===== config.mk =====
export PLATFORM = sky130hd
export DESIGN_NAME = operand_fwd_unit_flat
export DESIGN_NICKNAME = d
export VERILOG_FILES = /design/src/rtl/fwd_pkg.sv /design/src/rtl/operand_fwd_unit_if.sv /design/src/rtl/fwd_sel_1op.sv /design/src/rtl/operand_fwd_unit.sv /design/src/flat_wrapper.sv
export SDC_FILE = /design/constraint.sdc
export NUM_CORES = 1
export LEC_CHECK = 0
export CAP_MARGIN = 20
export CORE_MARGIN = 5
export CORE_UTILIZATION = 49
export DETAILED_ROUTE_END_ITERATION = 10
export PLACE_DENSITY = 0.91
export SLEW_MARGIN = 40
export SYNTH_ARGS = -nofsm -noshare
export SYNTH_HDL_FRONTEND = slang
export SYNTH_SLANG_ARGS = --single-unit

===== constraint.sdc =====
create_clock -name clk -period 4.9 [get_ports clk]
set_input_delay 0.735 -clock clk [delete_from_list [all_inputs] [get_ports clk]]
set_output_delay 0.735 -clock clk [all_outputs]
set_load 0.1 [all_outputs]

===== src/rtl/fwd_pkg.sv =====
// Shared operand-forwarding definitions: the 2-bit source select used by the
// per-operand selector and the operand latch.
package fwd_pkg;

  typedef enum logic [1:0] {
    FWD_RF  = 2'b00,
    FWD_WB  = 2'b01,
    FWD_MEM = 2'b10,
    FWD_EX  = 2'b11
  } fwd_sel_t;

endpackage : fwd_pkg


===== src/rtl/operand_fwd_unit_if.sv =====
// ID/EX forwarding bus: ID operands, in-flight writes from EX/MEM/WB, and the
// operand-latch/stall outputs. master = pipeline side, slave = forwarding unit.
interface operand_fwd_unit_if #(
  parameter int unsigned DATA_W  = 32,
  parameter int unsigned REG_AW  = 5,
  parameter int unsigned NUM_SRC = 2,
  parameter int unsigned CNT_W   = 16
);

  logic                        id_valid;
  logic [NUM_SRC-1:0]          id_src_used;
  logic [NUM_SRC*REG_AW-1:0]   id_src_addr;
  logic [NUM_SRC*DATA_W-1:0]   id_rf_data;
  logic                        ex_wr_en;
  logic                        ex_is_load;
  logic [REG_AW-1:0]           ex_wr_addr;
  logic [DATA_W-1:0]           ex_result;
  logic                        mem_wr_en;
  logic [REG_AW-1:0]           mem_wr_addr;
  logic [DATA_W-1:0]           mem_data;
  logic                        wb_wr_en;
  logic [REG_AW-1:0]           wb_wr_addr;
  logic [DATA_W-1:0]           wb_data;
  logic                        ex_ready;
  logic                        stall_clr;
  logic                        id_stall;
  logic                        ex_valid;
  logic [NUM_SRC*DATA_W-1:0]   ex_op_data;
  logic [NUM_SRC*2-1:0]        ex_fwd_sel;
  logic [CNT_W-1:0]            stall_cnt;

  modport master (
    output id_valid, id_src_used, id_src_addr, id_rf_data,
           ex_wr_en, ex_is_load, ex_wr_addr, ex_result,
           mem_wr_en, mem_wr_addr, mem_data,
           wb_wr_en, wb_wr_addr, wb_data,
           ex_ready, stall_clr,
    input  id_stall, ex_valid, ex_op_data, ex_fwd_sel, stall_cnt
  );

  modport slave (
    input  id_valid, id_src_used, id_src_addr, id_rf_data,
           ex_wr_en, ex_is_load, ex_wr_addr, ex_result,
           mem_wr_en, mem_wr_addr, mem_data,
           wb_wr_en, wb_wr_addr, wb_data,
           ex_ready, stall_clr,
    output id_stall, ex_valid, ex_op_data, ex_fwd_sel, stall_cnt
  );

endinterface : operand_fwd_unit_if


===== src/rtl/fwd_sel_1op.sv =====
// Single-operand forwarding selector: youngest-writer priority compare,
// load-use hazard flag and the 4:1 data mux. Purely combinational.
module fwd_sel_1op
  import fwd_pkg::*;
#(
  parameter int unsigned DATA_W = 32,
  parameter int unsigned REG_AW = 5
) (
  input  logic              src_used_i,
  input  logic [REG_AW-1:0] src_addr_i,
  input  logic [DATA_W-1:0] rf_data_i,
  input  logic              ex_wr_en_i,
  input  logic              ex_is_load_i,
  input  logic [REG_AW-1:0] ex_wr_addr_i,
  input  logic [DATA_W-1:0] ex_result_i,
  input  logic              mem_wr_en_i,
  input  logic [REG_AW-1:0] mem_wr_addr_i,
  input  logic [DATA_W-1:0] mem_data_i,
  input  logic              wb_wr_en_i,
  input  logic [REG_AW-1:0] wb_wr_addr_i,
  input  logic [DATA_W-1:0] wb_data_i,
  output fwd_sel_t          sel_o,
  output logic [DATA_W-1:0] data_o,
  output logic              hazard_o
);

  logic live;
  logic ex_hit;
  logic mem_hit;
  logic wb_hit;

  // r0 and unused operands never match any writer.
  assign live    = src_used_i && (src_addr_i != '0);
  assign ex_hit  = live && ex_wr_en_i  && (ex_wr_addr_i  == src_addr_i);
  assign mem_hit = live && mem_wr_en_i && (mem_wr_addr_i == src_addr_i);
  assign wb_hit  = live && wb_wr_en_i  && (wb_wr_addr_i  == src_addr_i);

  assign hazard_o = ex_hit && ex_is_load_i;

  always_comb begin
    sel_o  = FWD_RF;
    data_o = rf_data_i;
    if (ex_hit) begin
      // A load in EX masks older writers; the latch takes a bubble instead.
      if (!ex_is_load_i) begin
        sel_o  = FWD_EX;
        data_o = ex_result_i;
      end
    end else if (mem_hit) begin
      sel_o  = FWD_MEM;
      data_o = mem_data_i;
    end else if (wb_hit) begin
      sel_o  = FWD_WB;
      data_o = wb_data_i;
    end
  end

endmodule : fwd_sel_1op


===== src/rtl/operand_fwd_unit.sv =====
// ID->EX operand forwarding stage: per-operand selectors, EX operand latch
// with load-use bubble and back-pressure hold, and a saturating stall counter.
module operand_fwd_unit
  import fwd_pkg::*;
#(
  parameter int unsigned DATA_W  = 32,
  parameter int unsigned REG_AW  = 5,
  parameter int unsigned NUM_SRC = 2,
  parameter int unsigned CNT_W   = 16
) (
  input logic                clk,
  input logic                rst_n,
  operand_fwd_unit_if.slave  bus
);

  logic [NUM_SRC*DATA_W-1:0] sel_data;
  logic [NUM_SRC*2-1:0]      sel_code;
  logic [NUM_SRC-1:0]        hazard;
  logic                      load_use;

  for (genvar g = 0; g < NUM_SRC; g++) begin : g_src
    fwd_sel_t sel_w;

    fwd_sel_1op #(
      .DATA_W (DATA_W),
      .REG_AW (REG_AW)
    ) u_sel (
      .src_used_i    (bus.id_src_used[g]),
      .src_addr_i    (bus.id_src_addr[g*REG_AW +: REG_AW]),
      .rf_data_i     (bus.id_rf_data[g*DATA_W +: DATA_W]),
      .ex_wr_en_i    (bus.ex_wr_en),
      .ex_is_load_i  (bus.ex_is_load),
      .ex_wr_addr_i  (bus.ex_wr_addr),
      .ex_result_i   (bus.ex_result),
      .mem_wr_en_i   (bus.mem_wr_en),
      .mem_wr_addr_i (bus.mem_wr_addr),
      .mem_data_i    (bus.mem_data),
      .wb_wr_en_i    (bus.wb_wr_en),
      .wb_wr_addr_i  (bus.wb_wr_addr),
      .wb_data_i     (bus.wb_data),
      .sel_o         (sel_w),
      .data_o        (sel_data[g*DATA_W +: DATA_W]),
      .hazard_o      (hazard[g])
    );

    assign sel_code[g*2 +: 2] = sel_w;
  end

  assign load_use     = bus.id_valid && (|hazard);
  assign bus.id_stall = !bus.ex_ready || load_use;

  logic                      ex_valid_q,   ex_valid_d;
  logic [NUM_SRC*DATA_W-1:0] ex_op_data_q, ex_op_data_d;
  logic [NUM_SRC*2-1:0]      ex_fwd_sel_q, ex_fwd_sel_d;
  logic [CNT_W-1:0]          stall_cnt_q,  stall_cnt_d;

  always_comb begin
    ex_valid_d   = ex_valid_q;
    ex_op_data_d = ex_op_data_q;
    ex_fwd_sel_d = ex_fwd_sel_q;
    if (bus.ex_ready) begin
      if (load_use) begin
        ex_valid_d   = 1'b0;
        ex_op_data_d = '0;
        ex_fwd_sel_d = '0;
      end else begin
        ex_valid_d   = bus.id_valid;
        ex_op_data_d = sel_data;
        ex_fwd_sel_d = sel_code;
      end
    end
  end

  always_comb begin
    stall_cnt_d = stall_cnt_q;
    if (bus.stall_clr) begin
      stall_cnt_d = '0;
    end else if (bus.id_stall && (stall_cnt_q != '1)) begin
      stall_cnt_d = stall_cnt_q + CNT_W'(1);
    end
  end

  always_ff @(posedge clk or negedge rst_n) begin
    if (!rst_n) begin
      ex_valid_q   <= 1'b0;
      ex_op_data_q <= '0;
      ex_fwd_sel_q <= '0;
      stall_cnt_q  <= '0;
    end else begin
      ex_valid_q   <= ex_valid_d;
      ex_op_data_q <= ex_op_data_d;
      ex_fwd_sel_q <= ex_fwd_sel_d;
      stall_cnt_q  <= stall_cnt_d;
    end
  end

  assign bus.ex_valid   = ex_valid_q;
  assign bus.ex_op_data = ex_op_data_q;
  assign bus.ex_fwd_sel = ex_fwd_sel_q;
  assign bus.stall_cnt  = stall_cnt_q;

endmodule : operand_fwd_unit

===== src/flat_wrapper.sv =====
// flat-port wrapper written by rule: the top's interface ports become plain ports
module operand_fwd_unit_flat import fwd_pkg::*;
#(
  parameter int unsigned DATA_W  = 32,
  parameter int unsigned REG_AW  = 5,
  parameter int unsigned NUM_SRC = 2,
  parameter int unsigned CNT_W   = 16
)
  (clk, rst_n, bus_id_valid, bus_id_src_used, bus_id_src_addr, bus_id_rf_data, bus_ex_wr_en, bus_ex_is_load, bus_ex_wr_addr, bus_ex_result, bus_mem_wr_en, bus_mem_wr_addr, bus_mem_data, bus_wb_wr_en, bus_wb_wr_addr, bus_wb_data, bus_ex_ready, bus_stall_clr, bus_id_stall, bus_ex_valid, bus_ex_op_data, bus_ex_fwd_sel, bus_stall_cnt);
  operand_fwd_unit_if #(.DATA_W(DATA_W), .REG_AW(REG_AW), .NUM_SRC(NUM_SRC), .CNT_W(CNT_W)) bus_i ();
  input logic clk;
  input logic rst_n;
  input wire logic [$bits(bus_i.id_valid)-1:0] bus_id_valid;
  input wire logic [$bits(bus_i.id_src_used)-1:0] bus_id_src_used;
  input wire logic [$bits(bus_i.id_src_addr)-1:0] bus_id_src_addr;
  input wire logic [$bits(bus_i.id_rf_data)-1:0] bus_id_rf_data;
  input wire logic [$bits(bus_i.ex_wr_en)-1:0] bus_ex_wr_en;
  input wire logic [$bits(bus_i.ex_is_load)-1:0] bus_ex_is_load;
  input wire logic [$bits(bus_i.ex_wr_addr)-1:0] bus_ex_wr_addr;
  input wire logic [$bits(bus_i.ex_result)-1:0] bus_ex_result;
  input wire logic [$bits(bus_i.mem_wr_en)-1:0] bus_mem_wr_en;
  input wire logic [$bits(bus_i.mem_wr_addr)-1:0] bus_mem_wr_addr;
  input wire logic [$bits(bus_i.mem_data)-1:0] bus_mem_data;
  input wire logic [$bits(bus_i.wb_wr_en)-1:0] bus_wb_wr_en;
  input wire logic [$bits(bus_i.wb_wr_addr)-1:0] bus_wb_wr_addr;
  input wire logic [$bits(bus_i.wb_data)-1:0] bus_wb_data;
  input wire logic [$bits(bus_i.ex_ready)-1:0] bus_ex_ready;
  input wire logic [$bits(bus_i.stall_clr)-1:0] bus_stall_clr;
  output wire logic [$bits(bus_i.id_stall)-1:0] bus_id_stall;
  output wire logic [$bits(bus_i.ex_valid)-1:0] bus_ex_valid;
  output wire logic [$bits(bus_i.ex_op_data)-1:0] bus_ex_op_data;
  output wire logic [$bits(bus_i.ex_fwd_sel)-1:0] bus_ex_fwd_sel;
  output wire logic [$bits(bus_i.stall_cnt)-1:0] bus_stall_cnt;
  assign bus_i.id_valid = bus_id_valid;
  assign bus_i.id_src_used = bus_id_src_used;
  assign bus_i.id_src_addr = bus_id_src_addr;
  assign bus_i.id_rf_data = bus_id_rf_data;
  assign bus_i.ex_wr_en = bus_ex_wr_en;
  assign bus_i.ex_is_load = bus_ex_is_load;
  assign bus_i.ex_wr_addr = bus_ex_wr_addr;
  assign bus_i.ex_result = bus_ex_result;
  assign bus_i.mem_wr_en = bus_mem_wr_en;
  assign bus_i.mem_wr_addr = bus_mem_wr_addr;
  assign bus_i.mem_data = bus_mem_data;
  assign bus_i.wb_wr_en = bus_wb_wr_en;
  assign bus_i.wb_wr_addr = bus_wb_wr_addr;
  assign bus_i.wb_data = bus_wb_data;
  assign bus_i.ex_ready = bus_ex_ready;
  assign bus_i.stall_clr = bus_stall_clr;
  assign bus_id_stall = bus_i.id_stall;
  assign bus_ex_valid = bus_i.ex_valid;
  assign bus_ex_op_data = bus_i.ex_op_data;
  assign bus_ex_fwd_sel = bus_i.ex_fwd_sel;
  assign bus_stall_cnt = bus_i.stall_cnt;
  operand_fwd_unit #(.DATA_W(DATA_W), .REG_AW(REG_AW), .NUM_SRC(NUM_SRC), .CNT_W(CNT_W)) u_core (.clk(clk), .rst_n(rst_n), .bus(bus_i));
endmodule

==> impl_summary.log, run 1 <==
[metrics] antenna diode instance count: 0
[metrics] number of flops mapped to enable cells by yosys: 0
[metrics] share of post-route cells with drive strength above 1: 0.171
[metrics] internal reg-to-reg setup slack: 2.47 ns
[metrics] buffer count from post-CTS setup fixing: 0
[metrics] overall track demand over capacity in global routing: 0.310
[metrics] drt via density: 6.63
[metrics] sum of overflow across all layers after global routing: 0
[metrics] clock-pin transition on the worst setup and hold timing paths: 0.07 ns
[metrics] clock latency of the later-clocked register in the worst-skew pair: 0.34 ns
[metrics] element type at the critical path end: output port
[metrics] post-synthesis instance area: 0.00728 mm²
[metrics] maximum clock rate: 260 MHz
[metrics] maximum clock insertion buffer count: 2
[metrics] drt pass-1 iters: 5
[metrics] placeable core area: 0.0145 mm²
[metrics] YS warnings: 0
[metrics] number of buffers added by the clock tree synthesis step: 9
[metrics] Critical Path Start Type: primary input
[metrics] Tcrit/Tclk final: 0.784
[metrics] final hold violation count: 0
[metrics] dominant combinational cell family by area after synthesis: compound AO/OA/AOI/OAI gates
[metrics] setup violators final: 0
[metrics] sequential cell area: 0.00213 mm²
[metrics] Critical Path RT: 4.16 ns
[metrics] multi-input logic area: 0.00470 mm²
[metrics] die height: 132 µm
[metrics] adder and majority cell fraction of the synthesized area: 0.00172
[metrics] starting density of the core: 0.501
[metrics] setup tns final: 0 ns
[metrics] CTS tree: done
[metrics] area share of xor/xnor cells in the synthesized design: 0.0361
[metrics] depth of the worst register-to-register path: 6
[metrics] layout overhead on the synthesized area: 36.5%
[metrics] post-synthesis register bit count: 85
[metrics] PostCTS Resize Cnt: 0
[metrics] Max-Slew Margin vs Limit: 0.482
[metrics] Root Buffer Master: sky130_fd_sc_hd__clkbuf_16
[metrics] global-route wire length before repair: 44.6 mm
[metrics] RSZ-0062 raised after global routing: false
[metrics] reg-to-reg endpoint: u_core.bus.stall_cnt[5]$_DFFE_PN0P_
[metrics] fin. max-slew vios: 0
[metrics] CTS Hold Buffers Added: 0
[metrics] number of maximum-capacitance violations: 0
[metrics] deepest level of the CTS H-tree: 3
[metrics] post-synthesis share of cell area spent on and, or, nand and nor gates: 0.159
[metrics] run status: finished, final reports clean
[metrics] number of sinks on the clock net: 85
[metrics] compound-gate portion of the synthesized area: 0.299
[metrics] DPL Wire Length: 19.4 mm
[metrics] arrival time of the worst setup path: 3.11 ns
[metrics] peak supply drop: 0.000211 V
[metrics] initial antenna violation count: 0
[metrics] Pwr Total: 0.00264 W
[metrics] mean instance size in the synthesized netlist: 8.63 µm²
[metrics] via count of the first global-routing pass: 8173
[metrics] category of the most critical setup path: in -> out
[metrics] synthesized instance count: 843
[metrics] net total in the final layout: 1253
[metrics] multiplexer fraction of the synthesized cell area: 0.149
[metrics] number of nets with antenna violations after routing: 0
[metrics] count of vias placed by the detailed router: 8237
[metrics] RR Startpoint: u_core.bus.stall_cnt[0]$_DFFE_PN0P_
[metrics] pin slew with the least headroom to its limit: 0.773 ns
[metrics] clock tree skew after final layout: 0.00467 ns
[metrics] floorplan die width: 132 µm
[metrics] time the final worst path needs with I/O delays and setup: 3.84 ns
[metrics] Post-synth top flop: sky130_fd_sc_hd__dfrtp_1
[metrics] post-synth net total: 1040
[metrics] async set-reset flop share out of synthesis: 1.00
[metrics] share of synthesized area occupied by flip-flops and latches: 0.292
[metrics] die area: 0.0174 mm²
[metrics] weighted congestion reported at the end of routability-driven placement: 0.937
[metrics] cell row count: 44
[metrics] number of ports placed on the die boundary: 282
[metrics] iteration-0 DRC count of the detailed router: 1126
[metrics] maximum fanout along the worst path: 12
[metrics] Buffers on Ports: 281
[metrics] leakage component of the power: 4.15 nW
[metrics] distinct cell type count after synthesis: 58
[metrics] number of filler instances in the final layout: 1201
[metrics] pin count of the biggest net entering global routing: 90
[metrics] power density over the cells: 266 mW/mm²
[metrics] drt total wl: 28.4 mm
[metrics] Hold WC Path Type: in -> async
[metrics] final routed DRC violation total: 0
[metrics] wire length per cell: 22.8 µm
==> per-stage QoR <==
step	utilization	cells	setup WS [ns]	hold slack, ns	area [µm²]
after floorplan	-	843	1.55	0.439	7280
after global placement	0.689	1229	1.10	0.496	10000
after detailed placement	0.660	1229	1.06	0.482	9590
after CTS	0.683	1243	1.05	0.406	9930
after global routing	0.683	1243	0.974	0.433	9930
final	0.683	1243	1.06	0.388	9930
==> report_power, final <==
group	leakage, nW	internal, W	total [W]	switching (W)
clock	0.161	0.000507	0.000800	0.000292
sequential	1.00	0.000759	0.000794	0.0000351
combinational	2.99	0.000311	0.00105	0.000735
==> cells by family after synthesis <==
| logic type | count (synthesis) |
|---|---|
| compound gates | 308 |
| xor+xnor | 30 |
| fa+ha+maj | 1 |
| buf+inv | 102 |
| flops | 85 |
| mux | 104 |
| simple gates | 213 |
==> how the worst max path moves through the flow <==
| stage | from | end | depth (start not counted) |
|---|---|---|---|
| floorplan | bus_id_src_addr[0] | bus_id_stall | 7 |
| global placement | bus_id_src_addr[0] | bus_id_stall | 6 |
| detailed placement | bus_id_src_addr[0] | bus_id_stall | 6 |
| CTS | bus_id_src_addr[0] | bus_id_stall | 6 |
| global route | bus_id_src_addr[0] | bus_id_stall | 6 |
| finish | bus_id_src_addr[0] | bus_id_stall | 6 |
==> sequential cells by signal, summed over array words and instances (netlist names) <==
| register | cells |
|---|---|
| u_core.bus.ex_fwd_sel | 4 |
| u_core.bus.ex_valid | 1 |
| u_core.bus.ex_op_data | 64 |
| u_core.bus.stall_cnt | 16 |
==> layout by cell type (no fill, tap or decap), drive strengths merged, types with 4 or more instances in the layout <==
| master | instances |
|---|---|
| nand4 | 35 |
| xor2 | 15 |
| nand2 | 16 |
| a311oi | 31 |
| nand3 | 8 |
| nor3 | 5 |
| nor2b | 11 |
| dfrtp | 85 |
| a211oi | 10 |
| buf | 108 |
| o211ai | 13 |
| nor2 | 63 |
| o221a | 5 |
| o2bb2ai | 4 |
| a21oi | 36 |
| or2 | 30 |
| xnor2 | 15 |
| o22ai | 31 |
| inv | 4 |
| clkbuf | 10 |
| clkdlybuf4s50 | 191 |
| mux2i | 92 |
| nor4 | 34 |
| o31ai | 31 |
| o21ai | 107 |
| mux2 | 12 |
| or4 | 4 |
| o211a | 29 |
==> routing by layer <==
| layer | vias to the layer above | global-route usage | wire [µm] |
|---|---|---|---|
| li1 | 3686 | - | - |
| met1 | 3869 | 0.404 | 11200 |
| met5 | - | 0 | 0 |
| met2 | 572 | 0.488 | 13000 |
| met4 | 0 | 0.147 | 1310 |
| met3 | 110 | 0.0691 | 2860 |
==> synthesized netlist by cell type (5+ instances only) <==
cell type / number / area share
sky130_fd_sc_hd__a211oi_2: 8 / 0.014
sky130_fd_sc_hd__or2_2: 28 / 0.024
sky130_fd_sc_hd__mux2i_1: 92 / 0.13
sky130_fd_sc_hd__nor4_1: 33 / 0.028
sky130_fd_sc_hd__nand4_1: 35 / 0.030
sky130_fd_sc_hd__dfrtp_1: 85 / 0.29
sky130_fd_sc_hd__buf_2: 25 / 0.017
sky130_fd_sc_hd__a21oi_1: 35 / 0.024
sky130_fd_sc_hd__nor2_1: 61 / 0.031
sky130_fd_sc_hd__mux2_1: 5 / 0.0077
sky130_fd_sc_hd__a311oi_1: 31 / 0.037
sky130_fd_sc_hd__o31ai_1: 31 / 0.032
sky130_fd_sc_hd__mux2_4: 7 / 0.014
sky130_fd_sc_hd__clkbuf_1: 64 / 0.033
sky130_fd_sc_hd__nand2_1: 15 / 0.0077
sky130_fd_sc_hd__o22ai_1: 31 / 0.027
sky130_fd_sc_hd__o211a_1: 29 / 0.040
sky130_fd_sc_hd__xnor2_1: 15 / 0.018
sky130_fd_sc_hd__nor2b_1: 11 / 0.0095
sky130_fd_sc_hd__o211ai_1: 11 / 0.011
sky130_fd_sc_hd__xor2_1: 15 / 0.018
sky130_fd_sc_hd__nand3_1: 8 / 0.0055
sky130_fd_sc_hd__o21ai_0: 102 / 0.070
sky130_fd_sc_hd__nor3_1: 5 / 0.0034
==> final cells by class <==
class	count	share of cell area
multi-input cells	656	0.473
repair buffers	299	0.254
flip-flops and latches	85	0.214
clock buffers	10	0.0241
well taps	184	0.0232
clock inverters	4	0.00983
inverters	5	0.00189
==> critical path, cell delays in order <==
cell,delay (ns)
sky130_fd_sc_hd__clkdlybuf4s50_1,0.50
sky130_fd_sc_hd__or4_1,0.71
sky130_fd_sc_hd__o211a_1,0.32
sky130_fd_sc_hd__o21ai_4,0.43
sky130_fd_sc_hd__nand2_1,0.18
sky130_fd_sc_hd__buf_12,0.23
(Power assumes the default switching activity.)
==> run 2, diff against run 1 <==
--- a/config.mk
+++ b/config.mk
@@ -7,9 +7,9 @@
 export LEC_CHECK = 0
 export CAP_MARGIN = 20
 export CORE_MARGIN = 5
-export CORE_UTILIZATION = 49
+export CORE_UTILIZATION = 41
 export DETAILED_ROUTE_END_ITERATION = 10
-export PLACE_DENSITY = 0.91
+export PLACE_DENSITY = 0.82
 export SLEW_MARGIN = 40
 export SYNTH_ARGS = -nofsm -noshare
 export SYNTH_HDL_FRONTEND = slang
==> constraint.sdc (replaced) <==
create_clock -name clk -period 3.28 [get_ports clk]
set_input_delay 0.492 -clock clk [delete_from_list [all_inputs] [get_ports clk]]
set_output_delay 0.492 -clock clk [all_outputs]
set_load 0.1 [all_outputs]
==> impl_summary.log, run 2 (synthesized netlist as in run 1, its figures left out) <==
[metrics] run status: finished, final reports clean
[metrics] switch share: 0.429
[metrics] weighted congestion reported at the end of routability-driven placement: 0.892
[metrics] setup violators final: 0
[metrics] antenna diode instance count: 0
[metrics] maximum fanout along the worst path: 7
[metrics] most utilized layer in the global route result: met2
[metrics] initial antenna violation count: 0
[metrics] category of the most critical setup path: in -> out
[metrics] Hold WC Path Type: in -> async
[metrics] commonest cells after routing, fill and taps aside: sky130_fd_sc_hd__clkdlybuf4s50_1, sky130_fd_sc_hd__o21ai_0, sky130_fd_sc_hd__mux2i_1
[metrics] number of maximum-capacitance violations: 0
[metrics] RR Startpoint: u_core.bus.stall_cnt[0]$_DFFE_PN0P_
[metrics] leakage component of the power: 4.28 nW
[metrics] portion of total power attributed to the clock network: 0.264
[metrics] iteration-0 DRC count of the detailed router: 830
[metrics] die height: 143 µm
[metrics] arrival time of the worst setup path: 2.54 ns
[metrics] net total in the final layout: 1273
[metrics] via count of the first global-routing pass: 8311
[metrics] drt via density: 6.38
[metrics] count of vias placed by the detailed router: 8330
[metrics] number of buffers added by the clock tree synthesis step: 9
[metrics] most common cell after layout, fill and taps aside: sky130_fd_sc_hd__clkdlybuf4s50_1
[metrics] startpoint of the most critical setup path: bus_id_src_addr[5]
[metrics] pin count of the biggest net entering global routing: 91
[metrics] number of ports placed on the die boundary: 282
[metrics] global-route wire length before repair: 46.2 mm
[metrics] DPL Wire Length: 20.3 mm
[metrics] time the final worst path needs with I/O delays and setup: 3.04 ns
[metrics] grt met3 use: 0.0717
[metrics] sum of overflow across all layers after global routing: 0
[metrics] drt pass-1 iters: 5
[metrics] clock latency of the later-clocked register in the worst-skew pair: 0.35 ns
[metrics] share of power burned in registers: 0.313
[metrics] element type at the critical path end: output port
[metrics] number of nets with antenna violations after routing: 0
[metrics] floorplan die width: 143 µm
[metrics] share of post-route cells with drive strength above 1: 0.187
[metrics] setup tns final: 0 ns
[metrics] internal reg-to-reg setup slack: 0.95 ns
[metrics] wire length per cell: 23.2 µm
[metrics] final hold violation count: 0
[metrics] final routed DRC violation total: 0
[metrics] peak supply drop: 0.000234 V
[metrics] Critical Path Start Type: primary input
[metrics] fin. max-slew vios: 0
[metrics] drt total wl: 30.3 mm
[metrics] max reg flops: 64
[metrics] overall track demand over capacity in global routing: 0.285
[metrics] Post-Place Cells: 1285
[metrics] met1 routing resource usage after global routing: 0.355
[metrics] deepest level of the CTS H-tree: 3
[metrics] layout overhead on the synthesized area: 41.1%
[metrics] die area: 0.0205 mm²
[metrics] Critical Path RT: 2.79 ns
[metrics] number of sinks on the clock net: 85
[metrics] RSZ-0062 raised after global routing: false
[metrics] internal power consumption: 0.00217 W
[metrics] cell row count: 48
[metrics] clock-pin transition on the worst setup and hold timing paths: 0.07 ns
[metrics] placeable core area: 0.0174 mm²
[metrics] maximum clock insertion buffer count: 2
[metrics] Tcrit/Tclk final: 0.925
[metrics] PostCTS Resize Cnt: 0
[metrics] Max-Slew Margin vs Limit: 0.530
[metrics] pin slew with the least headroom to its limit: 0.705 ns
[metrics] number of cells in the finished layout apart from fillers: 1306
[metrics] Root Buffer Master: sky130_fd_sc_hd__clkbuf_16
[metrics] starting density of the core: 0.419
[metrics] clock tree skew after final layout: 0.00621 ns
[metrics] post-route cell area: 0.0103 mm²
[metrics] Buffers on Ports: 281
[metrics] CTS tree: done
[metrics] placed instance area: 0.00995 mm²
[metrics] power density over the cells: 370 mW/mm²
[metrics] switching power of the nets: 0.00163 W
[metrics] maximum clock rate: 329 MHz
[metrics] met2 capacity usage during global routing: 0.469
[metrics] Gate power share: 0.423
[run 2: changes by cell type in the layout (fill, tap and decap cells not counted), sizes merged]
cell	before	now
buf	108	128
bufinv	3	0
clkinv	1	5
clkinvlp	1	2
[run 2: layout make-up]
type | count | area (µm²)
fillers | 1532 | 7090
multi-input cells | 656 | 4700
repair buffers | 319 | 2860
flip-flops and latches | 85 | 2130
well taps | 225 | 282
clock buffers | 10 | 239
clock inverters | 6 | 38.8
inverters | 5 | 18.8
[run 2: final timing paths]
check                                                         to  cells past startpoint
setup / recovery                                    bus_id_stall                      7
hold / removal               u_core.bus.stall_cnt[7]$_DFFE_PN0P_                      1
setup reg to reg            u_core.bus.stall_cnt[10]$_DFFE_PN0P_                      6
hold reg to reg             u_core.bus.ex_fwd_sel[3]$_DFFE_PN0P_                      1
max in group asynchronous  u_core.bus.ex_op_data[43]$_DFFE_PN0P_                      2
min in group clk            u_core.bus.ex_fwd_sel[3]$_DFFE_PN0P_                      1
[run 2: critical path, cell delays in order]
cell and delay (ns):
sky130_fd_sc_hd__clkdlybuf4s50_1 0.51, sky130_fd_sc_hd__or4_1 0.63, sky130_fd_sc_hd__o211ai_2 0.20, sky130_fd_sc_hd__nor2_2 0.09, sky130_fd_sc_hd__o21ai_4 0.24, sky130_fd_sc_hd__nand2_1 0.14
sky130_fd_sc_hd__buf_12 0.23
[run 2: power groups by stage]
stage               registers [W]  logic [W]  clock network, W
detailed placement        0.00120    0.00159                 0
floorplan                 0.00183   0.000398                 0
global placement          0.00121    0.00162                 0
global route              0.00120    0.00168           0.00106
finish                    0.00119    0.00161           0.00100
CTS                       0.00119    0.00160           0.00102
[run 2: layer usage]
| metal | vias up | wire length (µm) |
|---|---|---|
| li1 | 3730 | - |
| met5 | - | 0 |
| met2 | 526 | 14600 |
| met3 | 84 | 3150 |
| met1 | 3990 | 11400 |
| met4 | 0 | 1050 |
[run 2: what timing repair did]
item	CTS	global route
buffers inserted	0	5
setup endpoints to repair	0	1
hold buffers	0	0
[run 2: per-stage QoR]
stage | utilization | total power, W | hold WS [ns] | setup WS (ns)
2_1_floorplan | - | 0.00223 | 0.196 | 0.415
3_3_place_gp | 0.586 | 0.00283 | 0.474 | 0.112
3_5_place_dp | 0.573 | 0.00280 | 0.484 | 0.0621
6_report | 0.591 | 0.00380 | 0.108 | 0.245
4_1_cts | 0.589 | 0.00380 | 0.123 | 0.0629
5_1_grt | 0.591 | 0.00394 | 0.144 | 0.162
